[config.mk]
export PLATFORM = sky130hd
export DESIGN_NAME = dsp_wresp_arbiter
export DESIGN_NICKNAME = d
export VERILOG_FILES = /design/src/rtl/dsp_wresp_arbiter.sv
export SDC_FILE = /design/constraint.sdc
export NUM_CORES = 1
export LEC_CHECK = 0
export CAP_MARGIN = 15
export CORE_MARGIN = 1.5
export CORE_UTILIZATION = 34
export DETAILED_ROUTE_END_ITERATION = 16
export PLACE_DENSITY = 0.81
export SYNTH_ARGS = -nofsm -noshare
export SYNTH_HDL_FRONTEND = slang
export SYNTH_SLANG_ARGS = --single-unit
[constraint.sdc]
create_clock -name ACLK_i -period 1.5 [get_ports ACLK_i]
set_input_delay 0.225 -clock ACLK_i [delete_from_list [all_inputs] [get_ports ACLK_i]]
set_output_delay 0.225 -clock ACLK_i [all_outputs]
set_load 0.05 [all_outputs]
[src/rtl/dsp_wresp_arbiter.sv]
// Per-master write-response arbiter: round-robin merge of per-slave B channels into one registered master B slice.
// Optional saturating error-response counter (err_cnt_o) enabled by defining DSP_WRESP_ERR_CNT_EN.
module dsp_wresp_arbiter #(
  parameter int SLV_AMT         = 2,
  parameter int SLV_ID_W        = (SLV_AMT > 1) ? $clog2(SLV_AMT) : 1,
  parameter int TRANS_MST_ID_W  = 5,
  parameter int TRANS_WR_RESP_W = 2
) (
  input  logic                                ACLK_i,
  input  logic                                ARESETn_i,
  input  logic [TRANS_MST_ID_W*SLV_AMT-1:0]   sa_BID_i,
  input  logic [TRANS_WR_RESP_W*SLV_AMT-1:0]  sa_BRESP_i,
  input  logic [SLV_AMT-1:0]                  sa_BVALID_i,
  output logic [SLV_AMT-1:0]                  sa_BREADY_o,
  output logic [TRANS_MST_ID_W-1:0]           m_BID_o,
  output logic [TRANS_WR_RESP_W-1:0]          m_BRESP_o,
  output logic                                m_BVALID_o,
  input  logic                                m_BREADY_i
`ifdef DSP_WRESP_ERR_CNT_EN
  ,
  output logic [15:0]                         err_cnt_o
`endif
);

  logic                       m_bvalid_q, m_bvalid_d;
  logic [TRANS_MST_ID_W-1:0]  m_bid_q, m_bid_d;
  logic [TRANS_WR_RESP_W-1:0] m_bresp_q, m_bresp_d;
  logic [SLV_ID_W-1:0]        rr_ptr_q, rr_ptr_d;

  logic                       load_en;
  logic                       grant_any;
  logic [SLV_AMT-1:0]         grant;
  logic [SLV_ID_W-1:0]        grant_idx;
  logic [SLV_ID_W:0]          cand;
  logic [SLV_ID_W:0]          nxt_ptr;
  logic [TRANS_MST_ID_W-1:0]  sel_id;
  logic [TRANS_WR_RESP_W-1:0] sel_resp;

  // Reset is folded in so no slave sees BREADY while the block is held in reset.
  assign load_en     = ARESETn_i & (~m_bvalid_q | m_BREADY_i);
  assign sa_BREADY_o = grant & {SLV_AMT{load_en}};

  always_comb begin
    grant     = '0;
    grant_idx = '0;
    grant_any = 1'b0;
    cand      = '0;
    for (int i = 0; i < SLV_AMT; i++) begin
      cand = {1'b0, rr_ptr_q} + (SLV_ID_W+1)'(i);
      if (cand >= (SLV_ID_W+1)'(SLV_AMT)) cand = cand - (SLV_ID_W+1)'(SLV_AMT);
      if (!grant_any && sa_BVALID_i[cand[SLV_ID_W-1:0]]) begin
        grant[cand[SLV_ID_W-1:0]] = 1'b1;
        grant_idx                 = cand[SLV_ID_W-1:0];
        grant_any                 = 1'b1;
      end
    end
  end

  always_comb begin
    sel_id   = '0;
    sel_resp = '0;
    for (int s = 0; s < SLV_AMT; s++) begin
      if (grant[s]) begin
        sel_id   = sa_BID_i[TRANS_MST_ID_W*s +: TRANS_MST_ID_W];
        sel_resp = sa_BRESP_i[TRANS_WR_RESP_W*s +: TRANS_WR_RESP_W];
      end
    end
  end

  always_comb begin
    nxt_ptr = {1'b0, grant_idx} + (SLV_ID_W+1)'(1);
    if (nxt_ptr == (SLV_ID_W+1)'(SLV_AMT)) nxt_ptr = '0;

    m_bvalid_d = m_bvalid_q;
    m_bid_d    = m_bid_q;
    m_bresp_d  = m_bresp_q;
    rr_ptr_d   = rr_ptr_q;
    if (grant_any && load_en) begin
      m_bvalid_d = 1'b1;
      m_bid_d    = sel_id;
      m_bresp_d  = sel_resp;
      rr_ptr_d   = nxt_ptr[SLV_ID_W-1:0];
    end else if (m_BREADY_i) begin
      m_bvalid_d = 1'b0;
    end
  end

  always_ff @(posedge ACLK_i or negedge ARESETn_i) begin
    if (!ARESETn_i) begin
      m_bvalid_q <= 1'b0;
      m_bid_q    <= '0;
      m_bresp_q  <= '0;
      rr_ptr_q   <= '0;
    end else begin
      m_bvalid_q <= m_bvalid_d;
      m_bid_q    <= m_bid_d;
      m_bresp_q  <= m_bresp_d;
      rr_ptr_q   <= rr_ptr_d;
    end
  end

  assign m_BVALID_o = m_bvalid_q;
  assign m_BID_o    = m_bid_q;
  assign m_BRESP_o  = m_bresp_q;

`ifdef DSP_WRESP_ERR_CNT_EN
  logic [15:0] err_cnt_q, err_cnt_d;

  // BRESP[1] set marks SLVERR/DECERR; counted when the master accepts the beat.
  always_comb begin
    err_cnt_d = err_cnt_q;
    if (m_bvalid_q && m_BREADY_i && m_bresp_q[1] && (err_cnt_q != 16'hFFFF))
      err_cnt_d = err_cnt_q + 16'd1;
  end

  always_ff @(posedge ACLK_i or negedge ARESETn_i) begin
    if (!ARESETn_i) err_cnt_q <= '0;
    else            err_cnt_q <= err_cnt_d;
  end

  assign err_cnt_o = err_cnt_q;
`endif

endmodule

# Word-level counts from Yosys, hierarchy flattened
# Index checks and enable logic that the tools add are counted.
dict set report classes {
  n_addsub 4
  n_mul 0
  n_div 0
  n_lt_le_gt_ge 6
  eq_ne 1
  n_shift 0
  muxes 23
  bitwise 5
  reduce_logical 6
}
# cell count
set op_table {}
lappend op_table {{2-to-1 mux 1 bit} 15}
lappend op_table {{2-to-1 mux 5 bit} 2}
lappend op_table {{2-to-1 mux 2 bit} 4}
lappend op_table {{adder 1 x 1 -> 2 bit (second input constant)} 2}
lappend op_table {{logical AND 1 bit} 4}
lappend op_table {{less-than comparator 1 x 2 -> 1 bit (second input constant)} 2}
lappend op_table {{bitwise AND 2 bit} 1}
lappend op_table {{demux 1 bit (select 1 bit)} 2}
lappend op_table {{== test 2 bit (second input constant)} 1}
lappend op_table {{>= comparator 1 bit (second input constant)} 2}
lappend op_table {{>= comparator 1 x 2 -> 1 bit (second input constant)} 1}
lappend op_table {{>= comparator 2 bit (second input constant)} 1}
lappend op_table {{OR 2 bit} 1}
lappend op_table {{nonzero test 2 bit} 1}
lappend op_table {{subtractor 1 bit (second input constant)} 2}
lappend op_table {{bitwise AND 1 bit} 1}
lappend op_table {{logical NOT 1 bit} 1}
lappend op_table {{inverter 1 bit} 1}
lappend op_table {{OR 1 bit} 1}
dict set report totals {
  register_bits 9
  latchBits 0
  ram_bits 0
  rom_bits 0
  inputBits 19
  output_inout_bits 10
  elab_cells 49
  mem_count 0
}

# Depth between registers and ports, before layout
dict set report depth {
  depth_word 11
  mapped_depth 4
  ltp_nobuf 3
}

# Least setup slack after synthesis
# Ideal clock, no wire load.
dict set report synth_path {
  kind {register to output}
  from {reg m_bvalid_q (netlist: m_BVALID_o)}
  to {out sa_BREADY_o[1]}
  arrival_time_ps 1522
  path_slack_ps -247
  stages_incl_launch_ff 4
  path_cell_list {dfrtp_1 > nand2b_1 > nand2_1 > nor2_1}
}
dict set report synth_via {
  elab_chain_cells 4
}
# item line_no
set synth_rtl {}
lappend synth_rtl {{start, declared} 25} ;# logic m_bvalid_q, m_bvalid_d;
lappend synth_rtl {{start signal, assigned} 95} ;# m_bvalid_q <= m_bvalid_d;
lappend synth_rtl {{inverter 1 bit} 40} ;# assign load_en = ARESETn_i & (~m_bvalid_q | m_BREADY_i);
lappend synth_rtl {{OR 1 bit} 40}
lappend synth_rtl {{bitwise AND 1 bit} 40}
lappend synth_rtl {{bitwise AND 2 bit} 41} ;# assign sa_BREADY_o = grant & {SLV_AMT{load_en}};
lappend synth_rtl {{end, declared} 14} ;# output logic [SLV_AMT-1:0] sa_BREADY_o,
# No other way between the ends.

# Worst setup path in the final report
dict set report layout_path {
  from {in m_BREADY_i}
  to {out sa_BREADY_o[1]}
}
dict set report layout_via {
  elab_chain_cells 3
}
# item line_no
set layout_rtl {}
lappend layout_rtl {{start, declared} 18} ;# input logic m_BREADY_i
lappend layout_rtl {{OR 1 bit} 40}
lappend layout_rtl {{bitwise AND 1 bit} 40}
lappend layout_rtl {{bitwise AND 2 bit} 41}
# No other way between the ends.

==> flow_metrics.env <==
export IMPL_grt_max_degree=10
export IMPL_fp_dieW_um=40.2
export IMPL_cts_buffers=3
export IMPL_total_leakage_power_nw=0.421
export IMPL_hold_class="input port to async pin"
export IMPL_clk_latency_ns=0.26
export IMPL_path_clk_slew_ns=0.06
export IMPL_synth_area_um2=472
export IMPL_yosys_area_share_simple_pct=9.81
export IMPL_cts_root_buf="clkbuf_4"
export IMPL_num_rows=13
export IMPL_ys_warn_count=0
export IMPL_vdd_drop_max_v=0.000829
export IMPL_cp_start_kind="input port"
export IMPL_drc=0
export IMPL_drt_wl_total_mm=1.35
export IMPL_coreArea_um2=1300
export IMPL_p_per_area_nw_per_um2=1170
export IMPL_p_seq_share_pct=31.6
export IMPL_cts_tree="built"
export IMPL_synth_seq_area_share_pct=47.7
export IMPL_setup_violations=0
export IMPL_outcome="finished clean"
export IMPL_synth_adder_area_share_pct=0
export IMPL_min_period_ns=1.44
export IMPL_grt_pass1_vias=482
export IMPL_synth_top_family_by_area="compound AO/OA/AOI/OAI gates"
export IMPL_total_power_w=0.00106
export IMPL_ys_types=14
export IMPL_drt_iter0_markers=5
export IMPL_tightest_slew_ns=0.222
export IMPL_synthCells=36
export IMPL_fmax_mhz=697
export IMPL_layout_drive_gt1_share_pct=47.5
export IMPL_via_per_inst=5.01
export IMPL_rsz0062_at_grt="false"
export IMPL_cp_max_fo=4
export IMPL_min_period_over_period_pct=95.7
export IMPL_synth_compound_area_share_pct=21.8
export IMPL_vias=476
export IMPL_fin_skew_ns=0.00355
export IMPL_final_nets=100
export IMPL_synth_fp_nets=55
export IMPL_crit_arrival_ns=1.21
export IMPL_io_pins=29
export IMPL_dieArea_um2=1620
export IMPL_drv_cap=0
export IMPL_power_clock_fraction_pct=17.8
export IMPL_overflow=0
export IMPL_synth_seq_cells=9
export IMPL_final_util_pct=69.5
export IMPL_dp_hpwl_mm=1.06
export IMPL_ant_nets=0
export IMPL_cts_sinks=9
export IMPL_p_sw_share_pct=39.6
export IMPL_num_antenna_cells=0
export IMPL_power_switching_w=0.000421
export IMPL_p_int_w=0.000642
export IMPL_start_util_pct=36.2
export IMPL_required_ns=1.27
export IMPL_endpoint_kind="output pin"
export IMPL_synthXorXnorAreaFrac_pct=0
export IMPL_synthMuxAreaShare_pct=16.7
export IMPL_synthToLayoutAreaGrowth_pct=91.8
export IMPL_drv_slew=0
export IMPL_syn_avg_cell_area_um2=13.1
export IMPL_final_hold_viol_count=0
export IMPL_grt_pass1_wl_mm=2.09
export IMPL_pwr_share_comb_pct=50.6
export IMPL_routedWlPerCell_um=14.2
export IMPL_h_tree_depth=1
export IMPL_clk_path_buf_depth=2
export IMPL_ff2ff_path_depth=4
export IMPL_place_inst=87
export IMPL_antenna_found_initial=0
export IMPL_place_gp_congestion=0.715
export IMPL_numPortBuffers=28
export IMPL_drt_pass1_iterations=2
export IMPL_final_cells=95
export IMPL_gr_usage_all_layers_pct=20.0
export IMPL_worst_setup_path_type="input port to output pin"
export IMPL_max_slew_margin_rel_pct=85.2
export IMPL_die_height_um=40.2
-- metrics by stage --
step | hold WS, ns | setup WS, ns | cell area (um2) | TNS [ns]
floorplan | -0.0706 | 0.0216 | 479 | 0
CTS | 0.106 | 0.0307 | 890 | 0
global route | 0.166 | 0.0159 | 905 | 0
detailed placement | 0.462 | -0.139 | 835 | -1.05
finish | 0.126 | 0.0643 | 905 | 0
global placement | 0.461 | -0.127 | 835 | -0.895
-- cells in the final DEF, fill, tap and decap left out --
master           instances
and3_1                   1
clkbuf_1                 1
o2bb2ai_1                1
nand2b_4                 2
dfrtp_1                  9
clkbuf_4                 3
nand2_1                  3
mux2_2                   7
a21boi_4                 1
buf_12                   2
clkdlybuf4s50_1         15
nor2_4                   1
a32o_1                   7
dlygate4sd2_1            3
buf_4                   21
nand3_1                  1
dlygate4sd3_1            1
o211ai_2                 1
-- synthesized netlist by cell type --
cell / instances / area [um2]
o211ai_2: 1 / 12.5
a21boi_2: 1 / 11.3
nand2_1: 3 / 11.3
o2bb2ai_1: 1 / 8.76
nand3_1: 1 / 5.00
buf_6: 1 / 11.3
dfrtp_1: 9 / 225
nand2b_4: 1 / 13.8
nor2_1: 1 / 3.75
nand2b_1: 1 / 6.26
and3_1: 1 / 6.26
buf_4: 1 / 7.51
a32o_1: 7 / 70.1
mux2_2: 7 / 78.8
-- worst max-delay path, cell delays in order --
cell and delay, ns:
clkdlybuf4s50_1 0.45, nand2b_4 0.13, nand2_1 0.10, nor2_4 0.15
buf_12 0.14
-- cells by family after synthesis --
kind of cell,after synthesis
AOI/OAI and AO/OA,10
DFF,9
and+or+nand+nor,8
muxes,7
buffers and inverters,2
-- worst paths after layout --
kind	startpoint	to	slack (ns)
worst min register to register	m_BID_o[2]$_DFFE_PN0P_	m_BID_o[2]$_DFFE_PN0P_	0.51
max in group asynchronous	ARESETn_i	m_BVALID_o$_DFFE_PN0P_	0.83
worst max register to register	flop	m_BID_o[0]$_DFFE_PN0P_	0.13
min in group ACLK_i	m_BID_o[2]$_DFFE_PN0P_	m_BID_o[2]$_DFFE_PN0P_	0.51
worst max-delay path	m_BREADY_i	sa_BREADY_o[1]	0.06
worst min-delay path	ARESETn_i	async pin	0.13
-- layout make-up --
cell class | instances | area, um2
well taps | 15 | 18.8
clock buffers | 4 | 26.3
multi-input cells | 25 | 250
flip-flops and latches | 9 | 225
repair buffers | 42 | 384
fillers | 105 | 397
-- power by group through the flow --
stage / registers [W] / clock network [W] / logic, W
after floorplan: 0.000505 / 0 / 0.000145
after global placement: 0.000335 / 0 / 0.000505
after detailed placement: 0.000334 / 0 / 0.000514
after CTS: 0.000335 / 0.000196 / 0.000524
after global routing: 0.000341 / 0.000207 / 0.000568
final: 0.000336 / 0.000189 / 0.000538
-- layer usage --
layer  global-route usage (%)  routed length (um)  vias up
met4                     5.00                   0        0
li1                         -                   -      231
met5                        0                   0        -
met3                     5.56                  94        0
met2                     34.7                 698       19
met1                     24.1                 554      226
-- repair_timing --
action                                  4_1_cts  5_1_grt
hold buffers                                  1        0
setup buffers                                 1        2
gates resized for setup                       5        0
hold endpoints to repair                      1        0
endpoints found under the setup margin        2        1
gates cloned                                  0        0
(Power assumes the default switching activity.)
